<file path="src/rtl/pulse_channel_pkg.sv">
// Shared encodings for the pulse channel: FSM state codes and duty thresholds.
package pulse_channel_pkg;

  localparam logic [1:0] ST_IDLE  = 2'd0;
  localparam logic [1:0] ST_HOLD  = 2'd1;
  localparam logic [1:0] ST_DECAY = 2'd2;

  localparam logic [1:0] DUTY_12 = 2'd0;
  localparam logic [1:0] DUTY_25 = 2'd1;
  localparam logic [1:0] DUTY_50 = 2'd2;
  localparam logic [1:0] DUTY_75 = 2'd3;

  // Waveform is high while the top three phase bits are below this value.
  function automatic logic [2:0] duty_threshold(input logic [1:0] duty);
    logic [2:0] thr;
    case (duty)
      DUTY_12: thr = 3'd1;
      DUTY_25: thr = 3'd2;
      DUTY_50: thr = 3'd4;
      default: thr = 3'd6;
    endcase
    return thr;
  endfunction

endpackage

</file>
<file path="src/rtl/pulse_env_unit.sv">
// Level register, envelope divider and length counter, clocked by the frame tick.
module pulse_env_unit #(
  parameter int VOL_W = 4,
  parameter int LEN_W = 8,
  parameter int ENV_W = 4
) (
  input  logic             clk,
  input  logic             reset,
  input  logic             trigger,
  input  logic             tick,
  input  logic             active,
  input  logic             decay,
  input  logic [VOL_W-1:0] volume,
  input  logic [LEN_W-1:0] length,
  input  logic [ENV_W-1:0] period,
  output logic [VOL_W-1:0] level,
  output logic             expire
);

  logic [LEN_W-1:0] len;
  logic [ENV_W-1:0] div;
  logic [ENV_W-1:0] period_reg;
  logic             step;
  logic             env_step;

  // A trigger in the same cycle swallows the tick.
  assign step     = tick && !trigger && active;
  assign env_step = step && decay && (div == '0);
  assign expire   = step && ((len == LEN_W'(1)) || (env_step && level == VOL_W'(1)));

  always_ff @(posedge clk) begin
    if (reset) begin
      level      <= '0;
      len        <= '0;
      div        <= '0;
      period_reg <= '0;
    end else if (trigger) begin
      level      <= volume;
      len        <= length;
      div        <= period;
      period_reg <= period;
    end else if (step) begin
      if (len != '0) len <= len - LEN_W'(1);
      if (decay) begin
        if (div == '0) begin
          div   <= period_reg;
          level <= level - VOL_W'(1);
        end else begin
          div <= div - ENV_W'(1);
        end
      end
    end
  end

endmodule

</file>
<file path="src/rtl/pulse_channel_gen.sv">
// Pulse-wave channel: phase accumulator with duty select, gated by envelope/length FSM.
module pulse_channel_gen
  import pulse_channel_pkg::*;
#(
  parameter int PHASE_W = 32,
  parameter int OUT_W   = 9,
  parameter int VOL_W   = 4,
  parameter int LEN_W   = 8,
  parameter int ENV_W   = 4
) (
  input  logic               i_clk,
  input  logic               i_reset,
  input  logic [PHASE_W-1:0] i_phase_delta,
  input  logic               i_phase_delta_valid,
  input  logic               i_trigger,
  input  logic [1:0]         i_duty,
  input  logic [VOL_W-1:0]   i_volume,
  input  logic               i_env_decay,
  input  logic [ENV_W-1:0]   i_env_period,
  input  logic [LEN_W-1:0]   i_length,
  input  logic               i_tick,
  output logic [OUT_W-1:0]   o_output,
  output logic               o_frame_pulse,
  output logic               o_active
);

  logic [1:0]         state;
  logic [1:0]         state_next;
  logic [PHASE_W-1:0] phase;
  logic [PHASE_W-1:0] delta_reg;
  logic               prev_msb;
  logic [VOL_W-1:0]   level;
  logic               expire;
  logic               wave_high;

  pulse_env_unit #(
    .VOL_W(VOL_W),
    .LEN_W(LEN_W),
    .ENV_W(ENV_W)
  ) u_env (
    .clk    (i_clk),
    .reset  (i_reset),
    .trigger(i_trigger),
    .tick   (i_tick),
    .active (state != ST_IDLE),
    .decay  (state == ST_DECAY),
    .volume (i_volume),
    .length (i_length),
    .period (i_env_period),
    .level  (level),
    .expire (expire)
  );

  always_comb begin
    state_next = state;
    if (i_trigger) begin
      if (i_volume == '0)   state_next = ST_IDLE;
      else if (i_env_decay) state_next = ST_DECAY;
      else                  state_next = ST_HOLD;
    end else if (expire) begin
      state_next = ST_IDLE;
    end
  end

  assign wave_high = phase[PHASE_W-1 -: 3] < duty_threshold(i_duty);

  always_ff @(posedge i_clk) begin
    if (i_reset) begin
      state         <= ST_IDLE;
      o_active      <= 1'b0;
      phase         <= '0;
      delta_reg     <= '0;
      prev_msb      <= 1'b0;
      o_frame_pulse <= 1'b0;
      o_output      <= '0;
    end else begin
      state         <= state_next;
      o_active      <= (state_next != ST_IDLE);
      phase         <= i_trigger ? '0 : phase + delta_reg;
      if (i_phase_delta_valid) delta_reg <= i_phase_delta;
      prev_msb      <= phase[PHASE_W-1];
      o_frame_pulse <= phase[PHASE_W-1] && !prev_msb;
      o_output      <= (state != ST_IDLE && wave_high) ? OUT_W'(level) : '0;
    end
  end

endmodule

</file>
<file path="config.mk">
export PLATFORM = sky130hd
export DESIGN_NAME = pulse_channel_gen
export DESIGN_NICKNAME = d
export VERILOG_FILES = /design/src/rtl/pulse_channel_pkg.sv /design/src/rtl/pulse_env_unit.sv /design/src/rtl/pulse_channel_gen.sv
export SDC_FILE = /design/constraint.sdc
export NUM_CORES = 1
export LEC_CHECK = 0
export BUFFER_PORTS_ARGS = -buffer_cell sky130_fd_sc_hd__buf_2
export CAP_MARGIN = 30
export CORE_MARGIN = 4
export CORE_UTILIZATION = 46
export DETAILED_ROUTE_END_ITERATION = 10
export GPL_TIMING_DRIVEN = 0
export PLACE_DENSITY = 0.73
export SLEW_MARGIN = 20
export SYNTH_ARGS = -nofsm -noshare
export SYNTH_HDL_FRONTEND = slang
export SYNTH_SLANG_ARGS = --single-unit
</file>
<file path="constraint.sdc">
create_clock -name i_clk -period 2.48 [get_ports i_clk]
set_input_delay 0.496 -clock i_clk [delete_from_list [all_inputs] [get_ports i_clk]]
set_output_delay 0.496 -clock i_clk [all_outputs]
set_load 0.05 [all_outputs]
</file>
# Yosys cells after proc, flatten, opt, wreduce, memory -nomap -nowiden
# Index checks and enable logic that the tools add are counted.
[word_totals]
regBits = 98
latch_bits = 0
ram_bits = 0
rom_bits = 0
in_bits = 56
output_inout_bits = 11
wordCells = 65
mem_count = 0
[classes]
add_sub_neg = 4
mul = 0
div_mod_pow = 0
n_lt_le_gt_ge = 1
eq_ne = 5
shifts = 0
n_mux = 16
bitwise_logic = 1
n_reduce_logical = 26
[op_table]
columns = ["op", "n"]
rows = [
  ["32-bit adder", 1],
  ["4-bit two-way mux", 8],
  ["8-bit two-way mux", 3],
  ["2-bit nonzero test", 6],
  ["3-bit case mux with 3 select lines", 1],
  ["8-bit by 1-bit == test with 1-bit output, second input constant", 1],
  ["1-bit logical AND", 8],
  ["4-bit zero test", 2],
  ["2-bit two-way mux", 4],
  ["8-bit nonzero test", 1],
  ["4-bit by 1-bit subtractor with 4-bit output, second input constant", 2],
  ["8-bit by 1-bit subtractor with 8-bit output, second input constant", 1],
  ["2-bit == test, second input constant", 2],
  ["4-bit by 1-bit == test with 1-bit output, second input constant", 1],
  ["2-bit AND reduction", 2],
  ["2-bit OR reduction", 2],
  ["3-bit < comparator", 1],
  ["3-bit AND reduction", 1],
  ["2-bit by 1-bit == test with 1-bit output, second input constant", 1],
  ["1-bit zero test", 2],
  ["2-bit zero test", 1],
  ["1-bit logical OR", 1],
  ["1-bit NOT", 1],
]

# Longest topological paths before layout
# Gate-level depths: netlist (run 1).
[depth]
depth_word = 11
depth_mapped = 9
mapped_depth_nobuf = 9

# By module
# From an unflattened synthesis (run 1), not the netlist that was laid out.
[unflattened]
hier_cells = 644
hier_area_um2 = 5492.8
[modules_own_cells]
columns = ["module", "n_inst", "cells_per_inst", "area_per_inst_um2"]
rows = [
  ["pulse_channel_gen", 1, 504, 4339.2],
  ["pulse_env_unit", 1, 140, 1153.6],
]

# Least setup slack after synthesis (run 1)
# Ideal clock, no wire load.
[synth_path]
kind = "register to register"
start = "reg phase[0]"
end = "reg phase[26]"
setup_time_ns = 0.124
t_arrival_ns = 2.154
required_ns = 2.356
path_slack_ns = 0.202
path_stages_with_launch = 10
path_buffers = 0
cell_sequence = "dfxtp_1 > ha_1 > fa_1 > a21o_1 > and4_1 > o21ai_0 > a21oi_1 > nor3_2 > o21ai_0 > mux2i_1"
[synth_between]
elab_chain_cells = 1
[synth_rtl]
columns = ["element", "line", "rtl"]
rows = [
  ["start, declared", "pulse_channel_gen.sv:29", "logic [PHASE_W-1:0] phase;"],
  ["start signal, assigned", "pulse_channel_gen.sv:79", "phase <= i_trigger ? '0 : phase + delta_reg;"],
  ["32-bit adder", "pulse_channel_gen.sv:79", ""],
]
# Every way passes these cells.
# A chain may end at the register's enable or synchronous reset.

# Worst setup path after layout (run 1)
[layout_path]
start = "reg delta_reg[17]"
end = "reg phase[25]"
[layout_between]
elab_chain_cells = 1
[layout_rtl]
columns = ["element", "line", "rtl"]
rows = [
  ["start, declared", "pulse_channel_gen.sv:30", "logic [PHASE_W-1:0] delta_reg;"],
  ["start signal, assigned", "pulse_channel_gen.sv:80", "if (i_phase_delta_valid) delta_reg <= i_phase_delta;"],
  ["32-bit adder", "pulse_channel_gen.sv:79", ""],
]
# Every way passes these cells.

==> results of run 1 <==
[repair_timing]
item,CTS,global route
buffers inserted,1,4
hold endpoints to repair,0,0
setup endpoints to repair,6,12
pin swaps,1,6
gates resized for setup,5,30
[cell usage after synthesis (2+ instances only)]
cell	n	area share, %
o21bai_1	2	0.29
mux2i_1	41	7.9
buf_1	5	0.36
and2_1	9	1.1
o211ai_1	5	0.72
nor3_1	14	1.3
nor4_1	4	0.48
a41oi_1	2	0.34
and3_1	4	0.48
o41ai_1	3	0.50
or4_1	5	0.72
a21o_1	9	1.3
nor3b_1	3	0.43
nor2_1	103	7.4
xor2_1	13	2.2
nor2b_1	7	0.84
nand2_1	39	2.8
a311oi_1	2	0.34
o31ai_1	2	0.29
buf_4	6	0.86
dfxtp_1	93	36
a31oi_1	4	0.48
clkbuf_1	17	1.2
a211oi_1	11	1.6
buf_2	4	0.38
o21a_1	4	0.58
nand4_1	15	1.8
nand3_1	14	1.3
a221oi_1	2	0.34
xnor2_1	18	3.0
a21oi_1	47	4.5
ha_1	39	9.4
o21ai_0	24	2.3
inv_1	23	1.7
or3_1	4	0.48
[layer usage]
layer | up-vias | global-route usage, % | share of wire, %
li1 | 2353 | - | -
met1 | 2125 | 24.99 | 46
met2 | 124 | 30.58 | 46
met5 | - | 0 | 0
met3 | 19 | 5.233 | 5.8
met4 | 0 | 6.968 | 2.0
[worst max-delay path, cell delays in order (launching register included)]
cell and delay, ns:
dfxtp_1 0.31, ha_1 0.29, buf_6 0.14, and4_4 0.27, inv_2 0.07, or4_4 0.53, o221ai_4 0.25, a41oi_2 0.17
xor2_1 0.17, nor2_1 0.07
[cell type report]
type,instances,area share (%)
sequential,93,30.17
tap,140,2.839
clock inverter,6,1.034
clock buffer,10,3.710
timing repair buffer,65,5.474
buffer,31,2.555
multi-input combinational,475,52.76
inverter,24,1.460
[worst max path at each step]
stage	slack, ns	to
2_1_floorplan	0.20	phase[26]$_SDFF_PP0_
3_3_place_gp	-0.23	phase[28]$_SDFF_PP0_
3_5_place_dp	-0.24	phase[28]$_SDFF_PP0_
6_report	0.08	phase[25]$_SDFF_PP0_
4_1_cts	0.009	phase[20]$_SDFF_PP0_
5_1_grt	-0.02	phase[25]$_SDFF_PP0_
[where the power goes]
part | internal [mW] | total, mW | switching, mW
Sequential | 1.58 | 1.63 | 0.0541
Combinational | 0.244 | 0.598 | 0.354
Clock | 0.779 | 1.36 | 0.580
[layout by cell type (no fill, tap or decap), types with 10 or more instances in the layout]
master    synthesis  routed
nor2_1          103     103
dfxtp_1          93      93
buf_2             4      63
a21oi_1          47      44
mux2i_1          41      41
nand2_1          39      39
ha_1             39      35
inv_1            23      23
o21ai_0          24      19
xnor2_1          18      18
clkbuf_1         17      16
nand4_1          15      15
nor3_1           14      14
nand3_1          14      13
xor2_1           13      13
a211oi_1         11      10
buf_4             6      10
[kinds of logic after synthesis]
family          count (synthesis)  share of synthesized area, %
fa+ha+maj                      40                         9.741
compound gates                130                         16.15
buf+inv                        57                         4.774
other cells                     1                       0.07191
flops                          93                         35.70
xor+xnor                       31                         5.206
simple gates                  228                         20.49
mux                            41                         7.869
[metrics by stage]
step / setup TNS, ns / std cells
final: 0 / 844
after floorplan: 0 / 625
after global routing: -0.02684 / 844
after CTS: 0 / 842
after global placement: -0.7019 / 825
after detailed placement: -0.8738 / 825
==> flow_metrics.py, run 1 <==
metrics = {
    "status": {
        "status": "finished clean",
    },
    "detailed_routing": {
        "wl_um": 12650,
        "drt-pass1-iter-count": 5,
        "num_vias": 4621,
        "vias_per_cell": 5.475,
        "ant_nets": 0,
        "wl_per_cell_um": 14.98,
        "drt_iter0_markers": 194,
        "drc": 0,
    },
    "sta": {
        "worst_slew_pin_slew_ns": 0.8353,
        "slew_headroom_pct": 44.31,
        "fin_hold_ws_ns": 0.3806,
        "finalWorstSetupSlack_ns": 0.07624,
        "fin_skew_ns": 0.006454,
        "hold_viol_final": 0,
        "period_share_pct": 96.93,
        "finalSetupViolCount": 0,
        "max_clock_freq_mhz": 416.0,
        "period_needed_ns": 2.404,
        "slew_violations": 0,
    },
    "min_path": {
        "hold_depth": 3,
        "holdCritPathClass": "primary input to flip-flop",
        "min_from": "i_phase_delta[19]",
        "min_to": "delta_reg[19]$_SDFFE_PP0P_",
    },
    "floorplan": {
        "initial_utilization_pct": 47.48,
        "rows": 38,
        "io_pins": 67,
        "core-area_sq_mm": 0.01098,
        "die_w_um": 114.5,
        "die_area_sq_mm": 0.01310,
        "dieHeight_um": 114.5,
    },
    "critical_path": {
        "reg2reg_depth": 9,
        "r2r_slack_ns": 0.08,
        "r2r-start": "delta_reg[17]$_SDFFE_PP0P_",
        "worstSetupPathType": "flip-flop to flip-flop",
        "crit_start": "delta_reg[17]$_SDFFE_PP0P_",
        "crit_path_end_kind": "flip-flop",
        "critPathLaunchType": "flip-flop",
        "arrival_ns": 2.62,
        "path_max_fanout": 10,
        "critPathRequiredTime_ns": 2.69,
        "r2r-end": "phase[25]$_SDFF_PP0_",
    },
    "logic_synthesis": {
        "avgSynthCellArea_sq_um": 8.398,
        "syn-cell-area_sq_mm": 0.005215,
        "synth-seq-cells": 93,
        "synth-edff-count": 0,
        "synth_cell_types": 59,
        "syn_inst": 621,
        "synth-async-reset-ratio_pct": 0,
        "synth-seq-area-share_pct": 35.70,
        "synthFlopType": "dfxtp_1",
        "yosysWarnings": 0,
    },
    "clock_tree": {
        "path_clk_slew_ns": 0.06,
        "clock_sinks": 93,
        "root_buffer": "clkbuf_16",
        "clk_latency_ns": 0.35,
        "htree_levels": 3,
        "cts_tree": "done",
        "numCtsBuffers": 9,
        "ctsHoldBuffers": 0,
        "clk_path_buf_depth": 2,
    },
    "pwr": {
        "cellLeakagePower_nw": 2.662,
        "total_power_mw": 3.590,
        "ir_drop_mv": 0.5342,
        "cellPowerDensity_mw_per_mm2": 581.8,
    },
    "layout": {
        "fillers": 995,
        "drive_above_1_share_pct": 17.33,
        "multi_input_area_sq_mm": 0.003256,
        "finish.utilization_pct": 56.19,
        "diodes": 0,
        "areaGrowthSynthToFinish_pct": 18.33,
        "fin_nets": 795,
        "area.sequential_sq_mm": 0.001862,
        "finish.instance_area_sq_mm": 0.006171,
    },
    "global_routing": {
        "grt_pass1_vias": 4462,
        "antenna_found_initial": 0,
        "grt_use_total_pct": 19.22,
        "grt_pass1_wl_um": 20340,
        "grt_max_degree": 16,
        "overflow": 0,
    },
    "place": {
        "hpwl_um": 9465,
        "dp_slack_ns": -0.2431,
        "place_area_sq_mm": 0.005705,
        "io_buffer_count": 60,
        "place.gp.congestion": 0.8811,
    },
    "job": {
        "max-cap-violations": 0,
    },
}
Note: power is estimated with default switching activity, not from simulation.
==> run 2, diff against run 1 <==
==> constraint.sdc (replaced) <==
create_clock -name i_clk -period 2.86 [get_ports i_clk]
set_input_delay 0.572 -clock i_clk [delete_from_list [all_inputs] [get_ports i_clk]]
set_output_delay 0.572 -clock i_clk [all_outputs]
set_load 0.05 [all_outputs]
==> flow_metrics.py, run 2 (synthesized netlist as in run 1, its figures left out) <==
metrics = {
    "layout": {
        "fin_nets": 792,
        "finish.instance_area_sq_mm": 0.005998,
        "final_cell_mix": "nor2_1 (103), dfxtp_1 (93), buf_2 (64)",
        "fin_cells": 841,
        "drive_above_1_share_pct": 13.98,
        "areaGrowthSynthToFinish_pct": 15.02,
        "diodes": 0,
        "final_common_cell": "nor2_1",
    },
    "floorplan": {
        "core-area_sq_mm": 0.01098,
        "dieHeight_um": 114.5,
        "rows": 38,
        "io_pins": 67,
        "die_area_sq_mm": 0.01310,
        "initial_utilization_pct": 47.48,
        "die_w_um": 114.5,
    },
    "detailed_routing": {
        "wl_um": 12300,
        "drt-pass1-iter-count": 4,
        "drt_iter0_markers": 237,
        "vias_per_cell": 5.414,
        "ant_nets": 0,
        "wl_per_cell_um": 14.63,
        "num_vias": 4553,
        "drc": 0,
    },
    "clock_tree": {
        "clk_latency_ns": 0.35,
        "postCtsSetupBuffers": 0,
        "path_clk_slew_ns": 0.06,
        "clock_sinks": 93,
        "root_buffer": "clkbuf_16",
        "numCtsBuffers": 9,
        "htree_levels": 3,
        "clk_path_buf_depth": 2,
        "cts_tree": "done",
    },
    "sta": {
        "slew_violations": 0,
        "finalSetupViolCount": 0,
        "period_share_pct": 93.22,
        "fin_skew_ns": 0.005863,
        "max_clock_freq_mhz": 375.1,
        "period_needed_ns": 2.666,
        "finalWorstSetupSlack_ns": 0.1939,
        "setup_tns_ns": 0,
        "hold_viol_final": 0,
        "worst_slew_pin_slew_ns": 0.8525,
        "rsz0062_at_grt": "no",
        "slew_headroom_pct": 43.17,
    },
    "global_routing": {
        "overflow": 0,
        "grt_pass1_wl_um": 20340,
        "grt_use_total_pct": 19.22,
        "antenna_found_initial": 0,
        "grt_pass1_vias": 4445,
        "grt_max_degree": 16,
    },
    "critical_path": {
        "critPathRequiredTime_ns": 3.06,
        "crit_path_end_kind": "flip-flop",
        "arrival_ns": 2.87,
        "path_max_fanout": 4,
        "worstSetupPathType": "flip-flop to flip-flop",
        "critPathLaunchType": "flip-flop",
    },
    "place": {
        "io_buffer_count": 60,
        "dp_slack_ns": 0.1369,
        "place_area_sq_mm": 0.005705,
        "placed_cells": 825,
        "hpwl_um": 9465,
        "place.gp.congestion": 0.8811,
    },
    "status": {
        "status": "finished clean",
    },
    "job": {
        "max-cap-violations": 0,
    },
    "min_path": {
        "holdCritPathClass": "flip-flop to flip-flop",
    },
    "pwr": {
        "cellLeakagePower_nw": 2.621,
        "cellPowerDensity_mw_per_mm2": 516.0,
        "ir_drop_mv": 0.4632,
    },
}
==> run 2: cell count changes in the layout (fill, tap and decap cells not counted), sizes merged <==
cell,delta
clkbuf,+1
buf,-4
==> run 2: final timing paths <==
check	from	to	slack, ns	depth (start not counted)
worst max register to register	delta_reg[0]$_SDFFE_PP0P_	phase[28]$_SDFF_PP0_	0.19	9
worst max-delay path	delta_reg[0]$_SDFFE_PP0P_	phase[28]$_SDFF_PP0_	0.19	9
worst min-delay path	prev_msb$_SDFF_PP0_	o_frame_pulse$_SDFF_PP0_	0.40	1
worst min register to register	prev_msb$_SDFF_PP0_	o_frame_pulse$_SDFF_PP0_	0.40	1
==> run 2: through the flow <==
stage / total power, mW / util [%] / hold slack, ns
2_1_floorplan: 1.806 / - / 0.3674
3_3_place_gp: 1.927 / 51.95 / 0.3718
3_5_place_dp: 1.948 / 51.95 / 0.3905
4_1_cts: 3.130 / 54.61 / 0.4000
5_1_grt: 3.256 / 54.61 / 0.4106
6_report: 3.095 / 54.61 / 0.3996
==> run 2: metal layers <==
layer | part of all wire, % | routed length [um] | vias to the layer above | global-route usage [%]
li1 | - | - | 2341 | -
met1 | 47 | 5773 | 2086 | 25.02
met2 | 46 | 5611 | 107 | 30.62
met3 | 5.5 | 682 | 19 | 5.233
met4 | 1.9 | 236 | 0 | 6.809
met5 | 0 | 0 | - | 0
==> run 2: report_power, final <==
group	internal, mW	switching, mW
Combinational	0.205	0.301
Clock	0.675	0.498
Sequential	1.37	0.0464
==> run 2: area by class of cell <==
cell class | instances | area (sq um)
inverter | 24 | 90.09
sequential | 93 | 1862
fill | 1016 | 4985
multi-input combinational | 475 | 3119
buffer | 33 | 158.9
clock buffer | 10 | 229.0
tap | 140 | 175.2
clock inverter | 6 | 63.81
timing repair buffer | 60 | 300.3
==> run 2: critical path, stage by stage (launching register included) <==
cell	delay, ns
dfxtp_1	0.31
ha_1	0.22
fa_1	0.42
a21o_1	0.21
and4_1	0.24
o21ai_1	0.23
nand3_1	0.24
a21oi_1	0.32
mux2i_1	0.21
o311ai_0	0.13
==> run 2: what timing repair did <==
action | 4_1_cts | 5_1_grt
setup endpoints to repair | 0 | 2
gates resized for setup | 0 | 2
hold buffers | 0 | 0
